## src/rtl/cursor_update_scheduler_pkg.sv

```systemverilog
`default_nettype none
// +--------------------------------------------------------------------------+
// | Module   : cursor_update_scheduler_pkg                                   |
// | Purpose  : Shared constants, FSM state encodings and requester ids for   |
// |            the cursor update scheduler and its per-axis accumulator.     |
// | Revision : 1.0 - initial release                                         |
// +--------------------------------------------------------------------------+
package cursor_update_scheduler_pkg;

  // Default visible raster and datapath widths
  localparam int c_h_active = 640;
  localparam int c_v_active = 480;
  localparam int c_d_w      = 9;
  localparam int c_acc_w    = 12;

  // Committed cursor coordinates are always 10 bits wide (covers 0..1023)
  localparam int c_pos_w    = 10;

  // Commit sequencer: accumulate all frame, then commit X and Y on consecutive cycles
  typedef enum logic [1:0] {
    ACCUM    = 2'd0,
    COMMIT_X = 2'd1,
    COMMIT_Y = 2'd2
  } state_t;

  // Identity of the requester granted most recently, used for round-robin fairness
  typedef enum logic {
    REQ_BTN = 1'b0,
    REQ_MS  = 1'b1
  } req_t;

endpackage : cursor_update_scheduler_pkg
`default_nettype wire

```

## src/rtl/cursor_update_scheduler_axis_accum.sv

```systemverilog
`default_nettype none
// +--------------------------------------------------------------------------+
// | Module   : cursor_axis_accum                                             |
// | Purpose  : One cursor axis: a saturating signed delta accumulator and    |
// |            the committed position register, updated by a clamping adder. |
// | Revision : 1.0 - initial release                                         |
// +--------------------------------------------------------------------------+
module cursor_axis_accum #(
  parameter int ACC_W     = 12,
  parameter int POS_W     = 10,
  parameter int LIMIT     = 640,
  parameter int RESET_POS = 320
) (
  input  logic                    clk_in,
  input  logic                    rst_n,
  input  logic                    add_en,
  input  logic signed [ACC_W-1:0] delta,
  input  logic                    clear,
  input  logic                    commit,
  output logic [POS_W-1:0]        pos,
  output logic                    sat
);

  // Saturation bounds are symmetric, so -2^(ACC_W-1) is never produced
  localparam logic signed [ACC_W:0] c_acc_max   = {2'b00, {(ACC_W-1){1'b1}}};
  localparam logic signed [ACC_W:0] c_acc_min   = -c_acc_max;
  localparam logic signed [ACC_W:0] c_limit     = (ACC_W+1)'(LIMIT);
  localparam logic [POS_W-1:0]      c_pos_max   = POS_W'(LIMIT - 1);
  localparam logic [POS_W-1:0]      c_pos_reset = POS_W'(RESET_POS);

  logic signed [ACC_W-1:0] r_acc;
  logic [POS_W-1:0]        r_pos;

  logic signed [ACC_W:0]   w_sum;
  logic signed [ACC_W-1:0] w_acc_next;
  logic                    w_sat;
  logic signed [ACC_W:0]   w_pos_sum;
  logic [POS_W-1:0]        w_pos_next;

  // One guard bit makes every accumulator + delta sum exactly representable
  assign w_sum = {r_acc[ACC_W-1], r_acc} + {delta[ACC_W-1], delta};

  // Position is non-negative; zero-extend it into the same signed width as the accumulator
  assign w_pos_sum = $signed({{(ACC_W+1-POS_W){1'b0}}, r_pos}) + {r_acc[ACC_W-1], r_acc};

  // Saturate the running sum and flag when the bound was actually hit by an accepted delta
  always_comb begin
    w_acc_next = w_sum[ACC_W-1:0];
    w_sat      = 1'b0;
    if (w_sum > c_acc_max) begin
      w_acc_next = c_acc_max[ACC_W-1:0];
      w_sat      = add_en;
    end else if (w_sum < c_acc_min) begin
      w_acc_next = c_acc_min[ACC_W-1:0];
      w_sat      = add_en;
    end
  end

  // Clamp the committed position to the visible range [0, LIMIT-1]
  always_comb begin
    w_pos_next = w_pos_sum[POS_W-1:0];
    if (w_pos_sum < 0) begin
      w_pos_next = '0;
    end else if (w_pos_sum >= c_limit) begin
      w_pos_next = c_pos_max;
    end
  end

  // Accumulator: a clear wins over an add; no add can arrive while clearing
  always_ff @(posedge clk_in or negedge rst_n) begin
    if (!rst_n) begin
      r_acc <= '0;
    end else if (clear) begin
      r_acc <= '0;
    end else if (add_en) begin
      r_acc <= w_acc_next;
    end
  end

  // Committed position only moves on its commit cycle
  always_ff @(posedge clk_in or negedge rst_n) begin
    if (!rst_n) begin
      r_pos <= c_pos_reset;
    end else if (commit) begin
      r_pos <= w_pos_next;
    end
  end

  assign pos = r_pos;
  assign sat = w_sat;

endmodule : cursor_axis_accum
`default_nettype wire

```

## src/rtl/cursor_update_scheduler.sv

```systemverilog
`default_nettype none
// +--------------------------------------------------------------------------+
// | Module   : cursor_update_scheduler                                       |
// | Purpose  : Arbitrates button and PS/2 mouse cursor deltas, accumulates   |
// |            them during the frame and commits the cursor position once    |
// |            per frame at the start of vertical blanking (tear-free).      |
// | Revision : 1.0 - initial release                                         |
// +--------------------------------------------------------------------------+
module cursor_update_scheduler
  import cursor_update_scheduler_pkg::*;
#(
  parameter int H_ACTIVE = c_h_active,
  parameter int V_ACTIVE = c_v_active,
  parameter int D_W      = c_d_w,
  parameter int ACC_W    = c_acc_w
) (
  input  logic               clk_in,
  input  logic               rst_n,
  input  logic               frame_tick,
  input  logic               btn_valid,
  output logic               btn_ready,
  input  logic [D_W-1:0]     btn_dx,
  input  logic [D_W-1:0]     btn_dy,
  input  logic               ms_valid,
  output logic               ms_ready,
  input  logic [D_W-1:0]     ms_dx,
  input  logic [D_W-1:0]     ms_dy,
  input  logic [2:0]         ms_buttons,
  output logic [c_pos_w-1:0] x_pos,
  output logic [c_pos_w-1:0] y_pos,
  output logic [2:0]         buttons,
  output logic               sat_flag
);

  state_t     r_state;
  req_t       r_rr_last;
  logic [2:0] r_btn_pend;
  logic [2:0] r_buttons;
  logic       r_sat_flag;

  logic             w_accum;
  logic             w_btn_grant;
  logic             w_ms_grant;
  logic             w_add;
  logic [ACC_W-1:0] w_btn_dx_ext;
  logic [ACC_W-1:0] w_btn_dy_ext;
  logic [ACC_W-1:0] w_ms_dx_ext;
  logic [ACC_W-1:0] w_ms_dy_ext;
  logic [ACC_W-1:0] w_dx;
  logic [ACC_W-1:0] w_dy;
  logic             w_commit_x;
  logic             w_commit_y;
  logic             w_sat_x;
  logic             w_sat_y;

  // Transfers are only accepted while accumulating, and never while held in reset
  assign w_accum = (r_state == ACCUM) && rst_n;

  // Round-robin: a lone requester always wins; on contention the one not granted last wins
  assign w_btn_grant = w_accum && btn_valid && (!ms_valid || (r_rr_last == REQ_MS));
  assign w_ms_grant  = w_accum && ms_valid  && (!btn_valid || (r_rr_last == REQ_BTN));
  assign w_add       = w_btn_grant || w_ms_grant;

  assign btn_ready = w_btn_grant;
  assign ms_ready  = w_ms_grant;

  // Sign-extend deltas; PS/2 reports +y as up, so the mouse y delta is negated into screen space
  assign w_btn_dx_ext = {{(ACC_W-D_W){btn_dx[D_W-1]}}, btn_dx};
  assign w_btn_dy_ext = {{(ACC_W-D_W){btn_dy[D_W-1]}}, btn_dy};
  assign w_ms_dx_ext  = {{(ACC_W-D_W){ms_dx[D_W-1]}}, ms_dx};
  assign w_ms_dy_ext  = {{(ACC_W-D_W){ms_dy[D_W-1]}}, ms_dy};

  assign w_dx = w_ms_grant ? w_ms_dx_ext  : w_btn_dx_ext;
  assign w_dy = w_ms_grant ? -w_ms_dy_ext : w_btn_dy_ext;

  assign w_commit_x = (r_state == COMMIT_X);
  assign w_commit_y = (r_state == COMMIT_Y);

  cursor_axis_accum #(
    .ACC_W     (ACC_W),
    .POS_W     (c_pos_w),
    .LIMIT     (H_ACTIVE),
    .RESET_POS (H_ACTIVE / 2)
  ) u_axis_x (
    .clk_in (clk_in),
    .rst_n  (rst_n),
    .add_en (w_add),
    .delta  (w_dx),
    .clear  (w_commit_x),
    .commit (w_commit_x),
    .pos    (x_pos),
    .sat    (w_sat_x)
  );

  cursor_axis_accum #(
    .ACC_W     (ACC_W),
    .POS_W     (c_pos_w),
    .LIMIT     (V_ACTIVE),
    .RESET_POS (V_ACTIVE / 2)
  ) u_axis_y (
    .clk_in (clk_in),
    .rst_n  (rst_n),
    .add_en (w_add),
    .delta  (w_dy),
    .clear  (w_commit_y),
    .commit (w_commit_y),
    .pos    (y_pos),
    .sat    (w_sat_y)
  );

  // Commit sequencer plus arbiter history, pending mouse buttons and sticky saturation flag
  always_ff @(posedge clk_in or negedge rst_n) begin
    if (!rst_n) begin
      r_state    <= ACCUM;
      r_rr_last  <= REQ_MS;
      r_btn_pend <= 3'b000;
      r_buttons  <= 3'b000;
      r_sat_flag <= 1'b0;
    end else begin
      case (r_state)
        ACCUM: begin
          // A transfer accepted alongside the tick is already in the accumulators
          if (frame_tick) begin
            r_state <= COMMIT_X;
          end
        end
        COMMIT_X: begin
          r_state   <= COMMIT_Y;
          r_buttons <= r_btn_pend;
        end
        COMMIT_Y: begin
          r_state <= ACCUM;
        end
        default: begin
          r_state <= ACCUM;
        end
      endcase

      if (w_btn_grant) begin
        r_rr_last <= REQ_BTN;
      end
      if (w_ms_grant) begin
        r_rr_last  <= REQ_MS;
        r_btn_pend <= ms_buttons;
      end

      r_sat_flag <= r_sat_flag || w_sat_x || w_sat_y;
    end
  end

  assign buttons  = r_buttons;
  assign sat_flag = r_sat_flag;

endmodule : cursor_update_scheduler
`default_nettype wire

```

## config.mk

```make
export PLATFORM = sky130hd
export DESIGN_NAME = cursor_update_scheduler
export DESIGN_NICKNAME = d
export VERILOG_FILES = /design/src/rtl/cursor_update_scheduler_pkg.sv /design/src/rtl/cursor_update_scheduler_axis_accum.sv /design/src/rtl/cursor_update_scheduler.sv
export SDC_FILE = /design/constraint.sdc
export NUM_CORES = 1
export LEC_CHECK = 0
export BUFFER_PORTS_ARGS = -buffer_cell sky130_fd_sc_hd__buf_2
export CAP_MARGIN = 10
export CORE_MARGIN = 1.5
export CORE_UTILIZATION = 59
export CTS_CLUSTER_SIZE = 24
export DETAILED_ROUTE_END_ITERATION = 8
export MAX_ROUTING_LAYER = met4
export PLACE_DENSITY = 0.78
export SLEW_MARGIN = 30
export SYNTH_ARGS = -nofsm -noshare
export SYNTH_HDL_FRONTEND = slang
export SYNTH_SLANG_ARGS = --single-unit
```

## constraint.sdc

```tcl
create_clock -name clk_in -period 5.2 [get_ports clk_in]
set_input_delay 1.04 -clock clk_in [delete_from_list [all_inputs] [get_ports clk_in]]
set_output_delay 1.04 -clock clk_in [all_outputs]
set_load 0.01 [all_outputs]
```

==> Yosys cells after proc, flatten, opt, wreduce, memory -nomap -nowiden <==
Cells that the tools add are included.
{ "classes": {"addsub": 5, "mul": 0, "div_mod_pow": 0, "magnitude_cmp": 8, "n_eq_ne": 3, "n_shift": 0, "mux": 22, "bitwise": 1, "reduce_logical": 16} }
{ "op_table": {"columns": ["cell", "n"], "rows": [
  ["2-to-1 mux 12 bit", 10],
  ["2-to-1 mux 10 bit", 4],
  ["adder 11 x 12 -> 13 bit", 2],
  ["adder 12 x 12 -> 13 bit", 2],
  ["greater-than comparator 13 x 12 -> 1 bit, second input constant", 2],
  ["less-than comparator 13 x 1 -> 1 bit, second input constant", 2],
  ["less-than comparator 13 x 12 -> 1 bit, second input constant", 2],
  [">= comparator 13 x 10 -> 1 bit, second input constant", 1],
  [">= comparator 13 x 11 -> 1 bit, second input constant", 1],
  ["negator 12 bit", 1],
  ["2-to-1 mux 1 bit", 6],
  ["nonzero test 2 bit", 3],
  ["logical AND 1 bit", 5],
  ["logical OR 1 bit", 5],
  ["one-hot mux 2 bit (2 select lines)", 1],
  ["equality test 2 x 1 -> 1 bit, second input constant", 1],
  ["equality test 2 bit, second input constant", 1],
  ["logical NOT 1 bit", 2],
  ["logical NOT 2 bit", 1],
  ["2-to-1 mux 2 bit", 1],
  ["!= test 2 bit, second input constant", 1],
  ["NOT 1 bit", 1]
]} }
{ "totals": {"regBits": 54, "latchBits": 0, "ram_bits": 0, "mem_bits_ro": 0, "inputBits": 44, "out_inout_bits": 26, "word_cells": 64, "memories": 0} }

==> Logic depth before layout (Yosys ltp) <==
{ "depth": {"depth_word": 11, "ltp_mapped": 16, "mapped_depth_nobuf": 15} }

==> Cells and area by module <==
Synthesis repeated with hierarchy kept, for this count alone.
{ "hier_totals": {"hier_cells": 566, "hier_area_um2": 5167.5} }
{ "by_module_without_submodules": {"columns": ["mod", "n_inst", "cells_each", "area_each_um2", "seq_area_each_um2"], "rows": [
  ["cursor_axis_accum at u_axis_x", 1, 238, 2177.1, 553.0],
  ["cursor_axis_accum at u_axis_y", 1, 246, 2118.3, 555.5],
  ["cursor_update_scheduler", 1, 82, 872.1, 251.5]
]} }

==> Least setup slack after synthesis <==
No wires, ideal clock.
{ "synth_timing": {"path_type": "input -> register", "startpoint": "input rst_n", "endpoint": "register u_axis_x.r_acc[10]", "setup_time_ns": 0.126, "arrival_time_ns": 4.523, "t_required_ns": 5.074, "slack_ns": 0.550, "path_stages": 15, "n_path_buf": 1, "cell_sequence": "nor3b_1 nand3_1 inv_1 buf_1 nand2_1 nand2_1 ha_1 inv_1 fa_1 xnor2_1 or3b_1 or4_1 nor4_4 a311oi_4 a221o_1"} }
{ "synth_between": {"elab_chain_len": 10, "elab_cells_between_ends": 15, "classes_between": "add/sub (1); order compare (2); mux (5); reduce/logical (7)"} }
{ "synth_rtl": {"columns": ["item", "line", "text"], "rows": [
  ["from (decl)", "cursor_update_scheduler.sv:18", "input logic rst_n,"],
  ["logical AND 1 bit (*)", "cursor_update_scheduler.sv:57", "assign w_accum = (r_state == ACCUM) && rst_n;"],
  ["logical AND 1 bit (*) (2 in a row)", "cursor_update_scheduler.sv:61", "assign w_ms_grant = w_accum && ms_valid && (!btn_valid || (r_rr_last == REQ_BTN));"],
  ["named net ms_ready", "cursor_update_scheduler.sv:25", "output logic ms_ready,"],
  ["2-to-1 mux 12 bit", "cursor_update_scheduler.sv:73", "assign w_dx = w_ms_grant ? w_ms_dx_ext : w_btn_dx_ext;"],
  ["adder 12 x 12 -> 13 bit", "cursor_update_scheduler_axis_accum.sv:41", "assign w_sum = {r_acc[ACC_W-1], r_acc} + {delta[ACC_W-1], delta};"],
  ["less-than comparator 13 x 12 -> 1 bit", "cursor_update_scheduler_axis_accum.sv:53", "end else if (w_sum < c_acc_min) begin"],
  ["2-to-1 mux 12 bit", "cursor_update_scheduler_axis_accum.sv:53", null],
  ["2-to-1 mux 12 bit", "cursor_update_scheduler_axis_accum.sv:50", "if (w_sum > c_acc_max) begin"],
  ["2-to-1 mux 12 bit", "cursor_update_scheduler_axis_accum.sv:75", "end else if (add_en) begin"],
  ["2-to-1 mux 12 bit", "cursor_update_scheduler_axis_accum.sv:73", "end else if (clear) begin"],
  ["to (signal assigned)", "cursor_update_scheduler_axis_accum.sv:76", "r_acc <= w_acc_next;"],
  ["to (decl)", "cursor_update_scheduler_axis_accum.sv:31", "logic signed [ACC_W-1:0] r_acc;"]
]} }
The timed path passes the listed nets; every way through them passes the cells marked *. The select of a mux whose other input is x is not followed.
A chain may end at the register's enable or synchronous reset.

==> Worst setup path after layout <==
{ "layout_timing": {"startpoint": "input rst_n", "endpoint": "register u_axis_x.r_acc[2]"} }
{ "layout_between": {"elab_chain_len": 10, "elab_cells_between_ends": 15, "classes_between": "add/sub (1); order compare (2); mux (5); reduce/logical (7)"} }
{ "layout_rtl": {"columns": ["item", "line"], "rows": [
  ["logical AND 1 bit (*)", "cursor_update_scheduler.sv:57"],
  ["logical AND 1 bit (2 in a row)", "cursor_update_scheduler.sv:61"],
  ["2-to-1 mux 12 bit", "cursor_update_scheduler.sv:73"],
  ["adder 12 x 12 -> 13 bit", "cursor_update_scheduler_axis_accum.sv:41"],
  ["less-than comparator 13 x 12 -> 1 bit", "cursor_update_scheduler_axis_accum.sv:53"],
  ["2-to-1 mux 12 bit", "cursor_update_scheduler_axis_accum.sv:53"],
  ["2-to-1 mux 12 bit", "cursor_update_scheduler_axis_accum.sv:50"],
  ["2-to-1 mux 12 bit", "cursor_update_scheduler_axis_accum.sv:75"],
  ["2-to-1 mux 12 bit", "cursor_update_scheduler_axis_accum.sv:73"]
]} }
Every way passes the cells marked *; elsewhere a longest branch is shown, timed or not. The select of a mux whose other input is x is not followed.

==> qor.yml <==
maxSlewViolCount: 0
drive_gt1_share_pct: 14.4
ys_ff_latch: 54
yosys_warnings: 0
drv_cap: 0
cts_buffers: 5
end_kind: "flop"
ys_seq_area_share_pct: 27.3
hp-class: "reg2reg"
syn_area_sq_um: 4980
area_growth_pct: 10.7
final.setup.tns_ns: 0
drt.antenna.violating_nets: 0
coreArea_sq_um: 8180
antenna_found_initial: 0
htreeDepth: 2
grt_usage_pct: 29.7
synthCells: 600
grt_pass1_vias: 4470
critical-path-max-stage-delay_ns: 0.56
postCtsHoldBufs: 0
gp_congestion: 0.935
peakVddDrop_uv: 416
drtPass1Iterations: 4
r2r_slack_ns: 1.02
clock_sinks: 54
avgSynthCellArea_sq_um: 8.30
async_flop_share_pct: 100
diodes: 0
drtIter0Drc: 223
vias: 4883
synth_area_leaders: "dfrtp_1 24%, ha_1 12%, nand2_1 6.7%, a21oi_1 4.1%, dfstp_2 3.7%"
place.detailed.hpwl_um: 10100
worst_path_max_delay_cell: "a311oi_4"
fin_crit_sh_pct: 88.1
dieWidth_um: 94.9
yosys-top-cells-count: "89 x nand2_1, 47 x dfrtp_1, 47 x ha_1"
gr-total-overflow: 0
path_class: "in2reg"
grt_pass1_wl_um: 20400
critPathTopFamily: "compound AO/OA/AOI/OAI gates"
nets: 760
place_inst: 763
crit_arrival_ns: 4.82
clockBufferDepth: 2
crit_fanout: 11
path_buf_inv: 3
synth_fp_nets: 695
clk_pin_slew_ns: 0.10
powerDensity_nw_per_um2: 651
cts_setup_buffers: 0
initial_core_util_pct: 60.9
required_ns: 5.44
p_leak_nw: 2.62
drc: 0
synth_edf_count: 0
ys_types: 72
synth_area_leader_cell: "dfrtp_1"
worst_pin_slew_ns: 0.802
slew-limit-headroom_pct: 46.1
avgViaCountPerCell: 6.33
clk_latency_ns: 0.30
synth_ff_type: "dfrtp_1"
cp_cell_sequence: "buf_2 -> nor3b_1 -> nand3_1 -> inv_1 -> nand2_1 -> nand2_1 -> ha_1 -> inv_1 -> fa_1 -> nand3b_1 -> a21oi_1 -> o21ai_0 -> a41oi_1 -> a21oi_1 -> a311oi_4 -> a221o_1"
io_buffers: 69
fillCellCount: 714
final.min_clock_period_ns: 4.58
max_freq_mhz: 218
postCtsResizedCells: 0
skew_ns: 0.00879
rsz0062_at_grt: "false"
die-area_sq_um: 9000
final_cells: 771
cts_tree: "built"
hold_viol: 0
rows: 33
cp-start-kind: "primary input"
grt_max_degree: 55
cts_root_buffer: "clkbuf_8"
finalWirelength_um: 12800
yosysMostFrequentCell: "nand2_1"
status: "completed"
die_h_um: 94.9
ioPinCount: 70
synth_top_area_share_pct: 23.6
setup_viol: 0
drt-wirelength-per-cell_um: 16.6
-- stage by stage --
stage               util (%)  total power (W)  hold slack, ns  cell area [sq um]  setup WS, ns
floorplan                  -          0.00272           0.439               4980         0.550
global placement        66.3          0.00324           0.458               5420         0.411
detailed placement      66.3          0.00332           0.458               5420         0.371
CTS                     67.4          0.00356           0.473               5510         0.658
global route            67.4          0.00390           0.501               5510         0.326
finish                  67.4          0.00359           0.474               5510         0.620
-- per-layer routing --
layer	global-route usage [%]	vias to the layer above	part of all wire [%]
li1	-	2388	-
met1	35.6	2299	43
met2	50.8	157	49
met3	2.90	39	3.9
met4	12.4	0	3.6
met5	-	-	0
-- where the power goes --
part	internal, W	total [W]	switching, W
sequential	0.000622	0.000839	0.000217
clock	0.0000959	0.000235	0.000139
combinational	0.00106	0.00251	0.00145
total	0.00178	0.00359	0.00181
-- cell usage in the layout, fill, tap and decap left out, types with 18 or more instances in the layout --
cell type | synthesis | layout
nand2_1 | 89 | 89
nor2_1 | 38 | 38
ha_1 | 47 | 47
inv_1 | 23 | 23
o21ai_0 | 29 | 29
a21oi_1 | 41 | 41
a31oi_1 | 18 | 18
dfrtp_1 | 47 | 47
buf_2 | 2 | 69
o21ai_1 | 21 | 21
-- state kept, by name, summed over array words and instances (netlist names), 2 cells and up --
name,count
u_axis_x.pos,10
u_axis_y.r_acc,12
r_btn_pend,3
buttons,3
u_axis_x.r_acc,12
u_axis_y.pos,10
r_state,2
-- final cells by class --
class / count / area (sq um) / share of cell area [%]
timing repair buffer: 73 / 375 / 6.82
clock inverter: 1 / 7.51 / 0.136
multi-input combinational: 508 / 3470 / 63.0
clock buffer: 7 / 76.3 / 1.39
tap: 105 / 131 / 2.39
sequential: 54 / 1360 / 24.7
inverter: 23 / 86.3 / 1.57
-- path summary, 6_finish.rpt --
check / start / endpoint / depth (start not counted)
max: rst_n / u_axis_x.r_acc[2] / 16
min: r_rr_last / r_rr_last / 2
max reg2reg: r_state[1] / u_axis_x.r_acc[2] / 15
min reg2reg: r_rr_last / r_rr_last / 2
max in group asynchronous: rst_n / u_axis_x.r_acc[2] / 2
min in group asynchronous: rst_n / u_axis_y.pos[0] / 2
-- cells by family after synthesis --
group | count (synthesis) | synth area share [%]
AOI/OAI and AO/OA | 207 | 28.0
xor gates and xnor gates | 28 | 5.58
adders and majority gates | 52 | 13.6
buffers and inverters | 38 | 2.94
DFF | 54 | 27.3
muxes | 3 | 0.628
and+or+nand+nor | 218 | 21.9
-- worst register-to-register path, stage by stage (launching register included) --
cell	delay, ns
dfrtp_1	0.42
nor3b_1	0.30
nand3_1	0.16
inv_1	0.31
nand2_1	0.10
nand2_1	0.09
ha_1	0.16
inv_1	0.05
fa_1	0.41
nand3b_1	0.23
a21oi_1	0.35
o21ai_0	0.19
a41oi_1	0.38
a21oi_1	0.15
a311oi_4	0.56
a221o_1	0.26
Note: power is estimated with default switching activity, not from simulation.
